--- config.mk ---
export PLATFORM = sky130hd
export DESIGN_NAME = video_timing_gen
export DESIGN_NICKNAME = d
export VERILOG_FILES = /design/src/rtl/video_timing_gen.sv
export SDC_FILE = /design/constraint.sdc
export NUM_CORES = 1
export LEC_CHECK = 0
export BUFFER_PORTS_ARGS = -buffer_cell sky130_fd_sc_hd__buf_4
export CAP_MARGIN = 20
export CORE_UTILIZATION = 45
export DETAILED_ROUTE_END_ITERATION = 12
export PLACE_DENSITY = 0.72
export SETUP_SLACK_MARGIN = 0.5
export SYNTH_ARGS = -nofsm -noshare
export SYNTH_HDL_FRONTEND = slang
export SYNTH_SLANG_ARGS = --single-unit
--- constraint.sdc ---
create_clock -name i_clk -period 2.4 [get_ports i_clk]
set_input_delay 0.24 -clock i_clk [delete_from_list [all_inputs] [get_ports i_clk]]
set_output_delay 0.24 -clock i_clk [all_outputs]
set_load 0.02 [all_outputs]
--- src/rtl/video_timing_gen.sv ---
// video_timing_gen: strobe-paced raster timing generator with registered coordinates, syncs, DE and frame markers
module video_timing_gen #(
    parameter int H_ACTIVE = 1280,
    parameter int H_FP     = 110,
    parameter int H_SYNC   = 40,
    parameter int H_BP     = 220,
    parameter int V_ACTIVE = 720,
    parameter int V_FP     = 5,
    parameter int V_SYNC   = 5,
    parameter int V_BP     = 20,
    parameter bit SYNC_POL = 1'b1
) (
    input  logic        i_clk,
    input  logic        i_rst,
    input  logic        i_pix_stb,
    output logic [15:0] o_x,
    output logic [15:0] o_y,
    output logic        o_h_sync,
    output logic        o_v_sync,
    output logic        o_de,
    output logic        o_line_start,
    output logic        o_frame_start,
    output logic        o_vblank_start,
    output logic [15:0] o_frame_count
);
    localparam int H_TOTAL = H_ACTIVE + H_FP + H_SYNC + H_BP;
    localparam int V_TOTAL = V_ACTIVE + V_FP + V_SYNC + V_BP;
    localparam logic [15:0] H_A    = 16'(H_ACTIVE);
    localparam logic [15:0] H_SS   = 16'(H_ACTIVE + H_FP);
    localparam logic [15:0] H_SE   = 16'(H_ACTIVE + H_FP + H_SYNC);
    localparam logic [15:0] H_LAST = 16'(H_TOTAL - 1);
    localparam logic [15:0] V_A    = 16'(V_ACTIVE);
    localparam logic [15:0] V_SS   = 16'(V_ACTIVE + V_FP);
    localparam logic [15:0] V_SE   = 16'(V_ACTIVE + V_FP + V_SYNC);
    localparam logic [15:0] V_LAST = 16'(V_TOTAL - 1);

    generate
        if (H_TOTAL > 65535 || V_TOTAL > 65535 || H_SYNC < 1 || V_SYNC < 1 || H_ACTIVE < 1 || V_ACTIVE < 1) begin : g_bad_timing
            $error("video_timing_gen: invalid timing parameters");
        end
    endgenerate

    logic [15:0] nx, ny, nx_next, ny_next;
    logic        h_wrap, first;

    // Advance the next-pixel position, wrapping at the end of line and frame
    always_comb begin
        h_wrap  = nx == H_LAST;
        nx_next = h_wrap ? 16'd0 : nx + 16'd1;
        ny_next = !h_wrap ? ny : (ny == V_LAST) ? 16'd0 : ny + 16'd1;
    end

    // Emit the decoded state of position (nx,ny) on each strobe; pulses last one clock
    always_ff @(posedge i_clk) begin
        if (i_rst) begin
            nx             <= 16'd0;
            ny             <= 16'd0;
            o_x            <= 16'd0;
            o_y            <= 16'd0;
            o_h_sync       <= ~SYNC_POL;
            o_v_sync       <= ~SYNC_POL;
            o_de           <= 1'b0;
            o_line_start   <= 1'b0;
            o_frame_start  <= 1'b0;
            o_vblank_start <= 1'b0;
            o_frame_count  <= 16'd0;
            first          <= 1'b1;
        end else begin
            o_line_start   <= 1'b0;
            o_frame_start  <= 1'b0;
            o_vblank_start <= 1'b0;
            if (i_pix_stb) begin
                nx             <= nx_next;
                ny             <= ny_next;
                o_x            <= nx;
                o_y            <= ny;
                o_h_sync       <= (nx >= H_SS && nx < H_SE) ? SYNC_POL : ~SYNC_POL;
                o_v_sync       <= (ny >= V_SS && ny < V_SE) ? SYNC_POL : ~SYNC_POL;
                o_de           <= nx < H_A && ny < V_A;
                o_line_start   <= nx == 16'd0;
                o_frame_start  <= nx == 16'd0 && ny == 16'd0;
                o_vblank_start <= nx == 16'd0 && ny == V_A;
                if (nx == 16'd0 && ny == 16'd0) begin
                    first <= 1'b0;
                    if (!first)
                        o_frame_count <= o_frame_count + 16'd1;
                end
            end
        end
    end
endmodule

After elaboration in Yosys (flattened, before gate mapping)
Cells that the tools add are included.

word-level totals
  register bits = 87
  bits of input ports = 3
  output and inout port bits = 54
  logic and storage cells = 41

cells by class
  add/subtract/negate cells = 3
  $lt $le $gt $ge = 6
  eq/ne operators = 3
  muxes and demuxes = 4
  bitwise gates (word level) = 2
  reduce and logical (&&, ||, !) cells = 11

operators with widths
  cell                   count
  $add 16x1->16 const B  3
  $eq 16x10->1 const B   2
  $logic_not 16->1       2
  $lt 16x10->1 const B   2
  $lt 16x11->1 const B   2
  $mux 16                2
  $eq 16x11->1 const B   1
  $ge 16x10->1 const B   1
  $ge 16x11->1 const B   1
  $logic_and 1x1->1      5
  $reduce_and 2->1       2
  $reduce_and 3->1       1
  $mux 1                 2
  $not 1->1              2
  $reduce_or 2->1        1

Longest topological paths before layout
Gate-level depths: netlist of the first run.

  depth after elaboration = 3
  depth in mapped cells = 9

Worst setup path after synthesis of the first run
OpenSTA, ideal clock, no wires.

  path type = reg2reg
  from = reg nx[3]
  to = reg o_frame_count[8]
  setup time = 70 ps
  data arrival time = 2257 ps
  data required time = 2330 ps
  path slack = 72 ps
  stages on the path, launching flop included = 8
  path buffers = 2
  cell sequence = dfxtp_1 -> buf_6 -> or4_4 -> nand4b_4 -> or4_4 -> buf_6 -> or4_1 -> a21oi_1

on the way
  longest elaborated chain between the ends = 3

ends and longest elaborated chain
  element                            line  source
  start: declaration                 43    logic [15:0] nx, ny, nx_next, ny_next;
  start signal: assignment           73    nx <= nx_next;
  $logic_not 16->1                   83    if (nx == 16'd0 && ny == 16'd0) begin
  $logic_and 1x1->1                  83
  $reduce_and 3->1 (no source line)  -
  end signal: assignment             86    o_frame_count <= o_frame_count + 16'd1;
  end: declaration                   24    output logic [15:0] o_frame_count

Every way passes these cells.
A chain may end at the register's enable or synchronous reset.

Worst setup path after layout of the first run
  from = reg nx[7]
  to = reg o_frame_count[15]

Same word-level chain as after synthesis.

==> flow_summary.json, run 1 <==
{
  "yosysTopAreaCellShare_pct": 43.1,
  "fmax_ghz": 0.444,
  "die_area_um2": 9360,
  "finalPower_mw": 2.65,
  "crit_slowest_cell": "or4_4",
  "place_congestion": 0.868,
  "final_hold_viol_count": 0,
  "p_leak_nw": 2.08,
  "finalSetupTns_ns": 0,
  "setup_violations": 0,
  "cts_tree": "built",
  "cp-start-kind": "flop",
  "synth_cell_types": 49,
  "cts_made_buffers": 9,
  "remaining_drc_errors": 0,
  "vias": 3765,
  "fin_worst_skew_ns": 0.00868,
  "cts_buffer_depth": 2,
  "r2r-end": "o_frame_count[15]",
  "powerDensity_nw_per_um2": 500,
  "r2r_start": "nx[7]",
  "cp.arrival_ns": 2.55,
  "async_flop_share_pct": 0,
  "synth_area_um2": 4040,
  "grt_start_max_net_pins": 44,
  "vias_per_cell": 5.64,
  "peakVddDrop_mv": 0.262,
  "ys_top_cells_by_area": "dfxtp_1, mux2i_1, nor2_1",
  "avgSynthCellArea_um2": 8.61,
  "path_class": "reg -> reg",
  "cts-root-buf": "clkbuf_8",
  "drt_wl_total_um": 10100,
  "dp_hpwl_um": 6490,
  "path_buf_inv": 1,
  "synth_cells": 469,
  "start_util_pct": 46.3,
  "grt_setup_unrepaired": "true",
  "synth_top_cell_by_area": "dfxtp_1",
  "post-route-period-util_pct": 93.9,
  "ys_ff_latch": 87,
  "io_pins": 57,
  "clk_pin_slew_worst_paths_ns": 0.09,
  "core-area_um2": 8720,
  "clk_latency_ns": 0.36,
  "r2r_setup_slack_ns": 0.15,
  "relSlewSlack_pct": 67.9,
  "ant_nets": 0,
  "io_buffer_count": 56,
  "htree_levels": 3,
  "wl_per_cell_um": 15.1,
  "syn-num-nets": 481,
  "cpPeakStageDelay_ns": 0.55,
  "numClockSinks": 87,
  "fp-row-count": 34,
  "outcome": "completed",
  "ys_seq_area_share_pct": 43.1,
  "path_delay_family": "simple AND/OR/NAND/NOR gates",
  "slew_viol_final": 0,
  "yosys_warnings": 0,
  "cp.depth": 6,
  "place_area_um2": 4690,
  "tightest_slew_ns": 0.480,
  "cp-startpoint": "nx[7]",
  "first_global_vias": 3485,
  "drt_first_pass_iters": 4,
  "fp.dieW_um": 96.7,
  "max_cap_viol_count": 0,
  "fin_area_um2": 5300,
  "reg2reg_depth": 6,
  "drive_gt1_share_pct": 30.0,
  "dr.first_iter.drc_count": 157,
  "crit_required_ns": 2.69,
  "areaGrowthSynthToFinish_pct": 31.2,
  "grt_use_total_pct": 21.0,
  "cts_hold_buf": 0,
  "grt_antenna_before_repair": 0,
  "final_nets": 567,
  "die_h_um": 96.7,
  "period_minus_slack_ns": 2.25,
  "crit_fanout": 7,
  "path_cells": "or4_4, nand4b_4, buf_6, or3_4, or4_4, a21oi_2",
  "endpoint": "o_frame_count[15]",
  "diodes": 0,
  "hold_class": "in -> reg",
  "synth-edff-count": 0,
  "path_common_cell": "or4_4",
  "ys.flop_type": "dfxtp_1",
  "crit_path_end_kind": "flop",
  "overflow": 0,
  "grt_pass1_wl_um": 16300
}
## state kept, by name (all words and copies together) (netlist names)
name            flops
o_line_start        1
o_frame_count      16
o_de                1
ny                 16
o_frame_start       1
first               1
nx                 16
o_y                16
o_v_sync            1
o_h_sync            1
o_x                16
o_vblank_start      1
## worst reg2reg max path: stages, from the launching register on
cell,delay [ns]
dfxtp_2,0.33
or4_4,0.55
nand4b_4,0.20
buf_6,0.14
or3_4,0.41
or4_4,0.44
a21oi_2,0.13
## worst min path at each step
stage / start / endpoint / slack [ns] / depth (start not counted)
after floorplan: first / first / 0.46 / 1
after global placement: o_frame_count[15] / o_frame_count[15] / 0.47 / 2
after detailed placement: o_v_sync / o_v_sync / 0.47 / 2
after CTS: i_pix_stb / o_v_sync / 0.25 / 3
after global routing: i_pix_stb / o_de / 0.29 / 3
final: i_pix_stb / o_v_sync / 0.26 / 3
## cells in the final DEF (no fill, tap or decap), drive strengths merged, types with 3 or more instances in the layout
master,Yosys,routed
a21oi,38,38
a31oi,3,3
and3,6,6
and4,4,4
buf,8,106
clkbuf,23,14
dfxtp,87,87
ha,9,9
inv,13,13
mux2i,34,34
nand2,24,24
nand2b,5,5
nand3,15,15
nand3b,3,3
nand4,15,15
nand4b,4,4
nor2,69,69
nor2b,4,4
nor3,7,7
nor4,7,7
o211ai,3,3
o21ai,22,22
o31ai,4,4
or3,18,18
or4,9,9
xnor2,6,6
xor2,9,9
## repair_timing
action                                  4_1_cts  5_1_grt
resized for setup                            24       40
gates cloned                                  1        0
setup buffers                                15        5
pin swaps                                    14       17
endpoints found under the setup margin       45       50
## layout make-up
type | count | area [µm²]
clock buffer | 14 | 183
timing repair buffer | 106 | 886
fill | 734 | 3420
clock inverter | 2 | 12.5
multi-input combinational | 338 | 2290
tap | 108 | 135
inverter | 13 | 48.8
sequential | 87 | 1750
## power by group
group	internal [mW]	total, mW	switching, mW
clock network	0.490	1.01	0.523
registers	1.45	1.47	0.0130
logic	0.0785	0.171	0.0925
total	2.02	2.65	0.629
## per-layer routing
| layer | vias to the layer above | GRT usage, % | wire length [µm] |
|---|---|---|---|
| met5 | - | 0 | 0 |
| li1 | 1833 | - | - |
| met4 | 0 | 8.50 | 295 |
| met2 | 103 | 34.9 | 4920 |
| met3 | 29 | 3.76 | 443 |
| met1 | 1800 | 27.0 | 4450 |
## stage by stage
step / util (%) / hold WS, ns / instances / setup slack, ns
2_1_floorplan: - / 0.465 / 469 / 0.157
3_3_place_gp: 53.8 / 0.468 / 631 / 0.154
3_5_place_dp: 53.8 / 0.469 / 631 / 0.105
4_1_cts: 58.8 / 0.251 / 663 / 0.139
5_1_grt: 60.8 / 0.289 / 668 / 0.0729
6_report: 60.8 / 0.259 / 668 / 0.146
## cell families (layout without fill, tap and decap cells)
logic type	Yosys count	count (layout)	share of synthesized area, %
multiplexers	34	34	8.43
AND/OR/NAND/NOR	201	201	26.8
adder cells (fa/ha/maj)	9	9	2.79
flip-flops	87	87	43.1
buffers and inverters	44	135	4.52
AO/OA/AOI/OAI	79	79	11.1
XOR/XNOR	15	15	3.25
## cell usage after synthesis (9+ instances only)
| cell | n |
|---|---|
| nand3_1 | 15 |
| a21oi_1 | 38 |
| clkbuf_1 | 23 |
| mux2i_1 | 34 |
| or3_1 | 18 |
| xor2_1 | 9 |
| nand4_1 | 15 |
| o21ai_0 | 16 |
| dfxtp_1 | 87 |
| ha_1 | 9 |
| nor2_1 | 69 |
| inv_1 | 13 |
| nand2_1 | 24 |
Note: power is estimated with default switching activity, not from simulation.
==> run 2, diff against run 1 <==
RECOVER_POWER = 100   (was unset)
==> run 2 against run 1 <==
Compared with the run above: the run now ends with capacitance limit, slew limit left; clock skew shrank 0.0017 ns; sequential share of layout area grew 2.0 points; final cell count is the same; routed wire length is essentially flat; non-clock buffer count is the same; hold slack lost 0.0015 ns; first-iteration DRC count shrank 3.8%; sequential power is essentially flat; combinational power shrank 9%; fmax shrank 1.7%; critical path type unchanged; largest cell class unchanged.
==> flow_summary.json, run 2 (same netlist as run 1, synthesis figures left out) <==
{
  "slew_viol_final": 32,
  "final_cell_mix": "dfxtp_1, nor2_1, clkbuf_1, mux2i_1, a21oi_1",
  "relSlewSlack_pct": -1.40,
  "wl_per_cell_um": 15.1,
  "numClockSinks": 87,
  "cts_made_buffers": 9,
  "start_util_pct": 46.3,
  "min_to": "o_v_sync",
  "max_cap_viol_count": 1,
  "htree_levels": 3,
  "final_hold_viol_count": 0,
  "hold_class": "in -> reg",
  "crit_path_end_kind": "flop",
  "min_from": "i_pix_stb",
  "powerDensity_nw_per_um2": 528,
  "tightest_slew_ns": 1.52,
  "grt_use_total_pct": 21.0,
  "peakVddDrop_mv": 0.260,
  "io_pins": 57,
  "r2r_setup_slack_ns": 0.11,
  "period_minus_slack_ns": 2.29,
  "reg2reg_depth": 6,
  "path_class": "reg -> reg",
  "fin_worst_skew_ns": 0.00699,
  "ant_nets": 0,
  "clk_latency_ns": 0.35,
  "post-route-period-util_pct": 95.5,
  "drive_gt1_share_pct": 17.3,
  "fp.dieW_um": 96.7,
  "place_ws_ns": 0.105,
  "grt_antenna_before_repair": 0,
  "cp-start-kind": "flop",
  "finalSetupTns_ns": 0,
  "drt_first_pass_iters": 5,
  "finalPower_mw": 2.64,
  "cts_buffer_depth": 2,
  "r2r-end": "o_frame_count[15]",
  "multi_input_area_um2": 2260,
  "r2r_start": "nx[7]",
  "fp-row-count": 34,
  "cpPeakStageDelay_ns": 0.54,
  "dp.cells": 631,
  "fmax_ghz": 0.436,
  "whs_ns": 0.257,
  "layout_commonest_cell": "dfxtp_1",
  "setup_slack_ns": 0.107,
  "fill_cells": 795,
  "io_buffer_count": 56,
  "grt_pass1_wl_um": 16300,
  "die_h_um": 96.7,
  "drt_wl_total_um": 10100,
  "cp.arrival_ns": 2.55,
  "path_common_cell": "or4_4",
  "clk_pin_slew_worst_paths_ns": 0.09,
  "grt_setup_unrepaired": "true",
  "cts-root-buf": "clkbuf_8",
  "remaining_drc_errors": 0,
  "p_leak_nw": 1.80,
  "vias": 3790,
  "overflow": 0,
  "dr.first_iter.drc_count": 151,
  "first_global_vias": 3485,
  "path_cells": "or4_4, nand4b_4, buf_6, or3_4, or4_4, a21oi_1",
  "final_nets": 567,
  "outcome": "finished, violations left",
  "crit_required_ns": 2.66,
  "path_delay_family": "simple AND/OR/NAND/NOR gates",
  "grt_start_max_net_pins": 44,
  "dp_hpwl_um": 6490,
  "place_congestion": 0.868,
  "path_buf_inv": 1,
  "vias_per_cell": 5.67,
  "seqCellArea_um2": 1750,
  "areaGrowthSynthToFinish_pct": 23.7,
  "hold_depth": 3,
  "cts_tree": "built",
  "crit_fanout": 7,
  "violations": "capacitance limit, slew limit",
  "setup_violations": 0,
  "die_area_um2": 9360,
  "fin_cells": 668,
  "diodes": 0,
  "crit_slowest_cell": "or4_4",
  "core-area_um2": 8720
}
run 2: changes by cell type in the layout (fill, tap and decap cells not counted), sizes merged:
cell	change
buf	-68
clkbuf	+68
run 2: worst reg2reg max path: stages (launching register included):
cell	delay (ns)
dfxtp_1	0.32
or4_4	0.54
nand4b_4	0.20
buf_6	0.14
or3_4	0.42
or4_4	0.43
a21oi_1	0.15
run 2: routing by layer:
layer  global-route usage, %  share of wire (%)  vias to the layer above
li1                        -                  -                     1834
met1                    27.0                 44                     1816
met2                    34.9                 48                      116
met3                    3.76                4.8                       24
met4                    8.50                2.8                        0
met5                       0                  0                        -
run 2: power breakdown:
part           total [mW]  internal [mW]  switching [mW]
combinational       0.155         0.0653          0.0900
sequential           1.47           1.45          0.0131
clock                1.01          0.490           0.525
run 2: area by class of cell:
cell class | instances | area share [%]
Clock buffer | 14 | 3.66
Clock inverter | 2 | 0.250
Inverter | 13 | 0.976
Multi-Input combinational cell | 338 | 45.2
Sequential cell | 87 | 34.9
Tap cell | 108 | 2.70
Timing Repair Buffer | 106 | 12.3
run 2: how the worst max path moves through the flow:
stage	endpoint	slack, ns	cells past startpoint	from
after CTS	o_frame_count[5]	0.14	5	nx[7]
after floorplan	o_frame_count[8]	0.16	7	nx[3]
after global placement	o_frame_count[5]	0.15	6	ny[13]
final	o_frame_count[15]	0.11	6	nx[7]
after detailed placement	ny[6]	0.11	6	nx[2]
after global routing	o_frame_count[8]	0.05	7	ny[12]
run 2: repair_timing:
item	4_1_cts	5_1_grt
cloned	1	0
hold buffers	0	0
pin swaps	14	17
endpoints found under the setup margin	45	50
buffers inserted	15	5
gates resized for setup	24	40
run 2: stage by stage:
stage | utilization, % | cell area, µm²
finish | 57.3 | 5000
global route | 57.3 | 5000
CTS | 58.8 | 5130
detailed placement | 53.8 | 4690
global placement | 53.8 | 4690
floorplan | - | 4040
==> run 3, diff against run 2 <==
CELL_PAD_IN_SITES_DETAIL_PLACEMENT = 1   (was unset)
CELL_PAD_IN_SITES_GLOBAL_PLACEMENT = 2   (was unset)
CORE_UTILIZATION = 31   (was 45)
PLACE_DENSITY = 0.79   (was 0.72)
==> run 3 against run 2 <==
Compared with the run above: the flow now finishes without violations; worst setup slack lost 0.019 ns; combinational power shrank 6%; via count fell by 1.7%; critical endpoint is now o_frame_count[5]; first-iteration DRC count is 4.6% higher; hold slack improved by 0.052 ns; utilization fell by 17 points; cell area increased by 1.8%; fmax shrank 0.84%; final cell count is 9.3% higher; clock power grew 45%.
==> flow_summary.json, run 3 (same netlist as run 1, synthesis figures left out) <==
{
  "ant_nets": 0,
  "cts_made_buffers": 9,
  "hold_class": "in -> reg",
  "die_area_um2": 13500,
  "fin_worst_skew_ns": 0.00712,
  "drt_wl_total_um": 11500,
  "cp.arrival_ns": 2.58,
  "p_leak_nw": 1.80,
  "start_util_pct": 31.9,
  "place_congestion": 0.824,
  "grt_setup_unrepaired": "true",
  "crit_fanout": 7,
  "io_pins": 57,
  "max_cap_viol_count": 0,
  "cp-startpoint": "nx[7]",
  "slew_viol_final": 0,
  "outcome": "completed",
  "path_common_cell": "or4_4",
  "place_ws_ns": 0.0447,
  "cts_tree": "built",
  "numClockSinks": 87,
  "fin_area_um2": 5080,
  "peakVddDrop_mv": 0.359,
  "comb_power_share_pct": 4.7,
  "vias_per_cell": 5.10,
  "cts-root-buf": "clkbuf_16",
  "wl_per_cell_um": 15.8,
  "path_cells": "or4_4, nand4b_4, or4_4, or4_4, a21oi_2",
  "overflow": 0,
  "clk_latency_ns": 0.34,
  "finalPower_mw": 3.08,
  "dr.first_iter.drc_count": 158,
  "setup_violations": 0,
  "finalSetupTns_ns": 0,
  "r2r_setup_slack_ns": 0.09,
  "fp.dieW_um": 116,
  "io_buffer_count": 56,
  "setup_slack_ns": 0.0881,
  "place_area_um2": 4790,
  "cp-start-kind": "flop",
  "endpoint": "o_frame_count[5]",
  "crit_required_ns": 2.67,
  "final_nets": 565,
  "final_hold_viol_count": 0,
  "post-route-period-util_pct": 96.3,
  "fmax_ghz": 0.433,
  "remaining_drc_errors": 0,
  "power_frac_seq_pct": 47.7,
  "whs_ns": 0.310,
  "relSlewSlack_pct": 35.6,
  "core-area_um2": 12700,
  "multi_input_area_um2": 2230,
  "path_class": "reg -> reg",
  "fin_cells": 730,
  "dp_hpwl_um": 8010,
  "grt_use_total_pct": 18.0,
  "diodes": 0,
  "period_minus_slack_ns": 2.31,
  "crit_slowest_cell": "or4_4",
  "grt_antenna_before_repair": 0,
  "grt_start_max_net_pins": 35,
  "powerDensity_nw_per_um2": 605,
  "swShare_pct": 21.9,
  "die_h_um": 116,
  "reg2reg_depth": 5,
  "power.internal_mw": 2.40,
  "r2r-end": "o_frame_count[5]",
  "cts_hold_buf": 0,
  "crit_path_end_kind": "flop",
  "areaGrowthSynthToFinish_pct": 25.9,
  "cts_buffer_depth": 2,
  "htree_levels": 3,
  "fp-row-count": 41,
  "drive_gt1_share_pct": 14.0,
  "r2r_start": "nx[7]",
  "clkPwrFrac_pct": 47.6,
  "vias": 3724,
  "drt_first_pass_iters": 4,
  "cpPeakStageDelay_ns": 0.55,
  "first_global_vias": 3789,
  "layout_commonest_cell": "dfxtp_1",
  "dp.cells": 697,
  "final_cell_mix": "dfxtp_1, clkbuf_1, nor2_1, a21oi_1, mux2i_1",
  "tightest_slew_ns": 0.967,
  "grt_pass1_wl_um": 18900,
  "switchingPower_uw": 672,
  "clk_pin_slew_worst_paths_ns": 0.06,
  "seqCellArea_um2": 1740,
  "final_util_pct": 40.1,
  "fill_cells": 1538
}
==> run 3: cell count changes in the layout (fill, tap and decap cells not counted), sizes merged <==
| cell | delta |
|---|---|
| clkbuf | +7 |
| clkinv | -1 |
| buf | -9 |
| bufinv | +1 |
==> run 3: how the worst min path moves through the flow <==
stage | cells past startpoint | to | slack [ns] | startpoint
2_1_floorplan | 1 | first | 0.46 | first
3_3_place_gp | 2 | o_x[13] | 0.47 | o_x[13]
3_5_place_dp | 2 | o_x[11] | 0.49 | o_x[11]
4_1_cts | 2 | o_frame_count[1] | 0.30 | i_rst
5_1_grt | 2 | o_y[0] | 0.33 | i_rst
6_report | 2 | o_frame_start | 0.31 | i_rst
==> run 3: final cells by class <==
class / instances / share of cell area (%)
Multi-Input combinational cell: 338 / 43.9
Sequential cell: 87 / 34.3
Timing Repair Buffer: 104 / 10.5
Clock buffer: 14 / 5.39
Tap cell: 172 / 4.23
Inverter: 13 / 0.960
Clock inverter: 2 / 0.738
==> run 3: per-layer routing <==
layer | wire, µm | vias to the layer above | global-route usage (%) | part of all wire, %
li1 | - | 1823 | - | -
met1 | 5350 | 1832 | 22.4 | 46
met2 | 5710 | 54 | 31.6 | 49
met3 | 312 | 15 | 2.80 | 2.7
met4 | 179 | 0 | 6.32 | 1.6
met5 | 0 | - | 0 | 0
==> run 3: what timing repair did <==
item / in CTS / in global routing
gates cloned: 0 / 0
hold endpoints to repair: 0 / 0
buffers inserted: 14 / 3
pin swaps: 19 / 14
resized for setup: 23 / 24
setup endpoints to repair: 46 / 48
==> run 3: power by group through the flow <==
stage	Combinational, mW	Clock (mW)	Sequential, mW
floorplan	0.0881	0	1.50
global placement	0.138	0	1.50
detailed placement	0.141	0	1.50
CTS	0.157	1.50	1.47
global route	0.161	1.57	1.47
finish	0.145	1.46	1.47
==> run 3: worst max-delay path, delay by kind of cell (launching register included) <==
kind | cells | cell delay, ns
DFF | 1 | 0.31
and+or+nand+nor | 4 | 1.79
AOI/OAI and AO/OA | 1 | 0.15
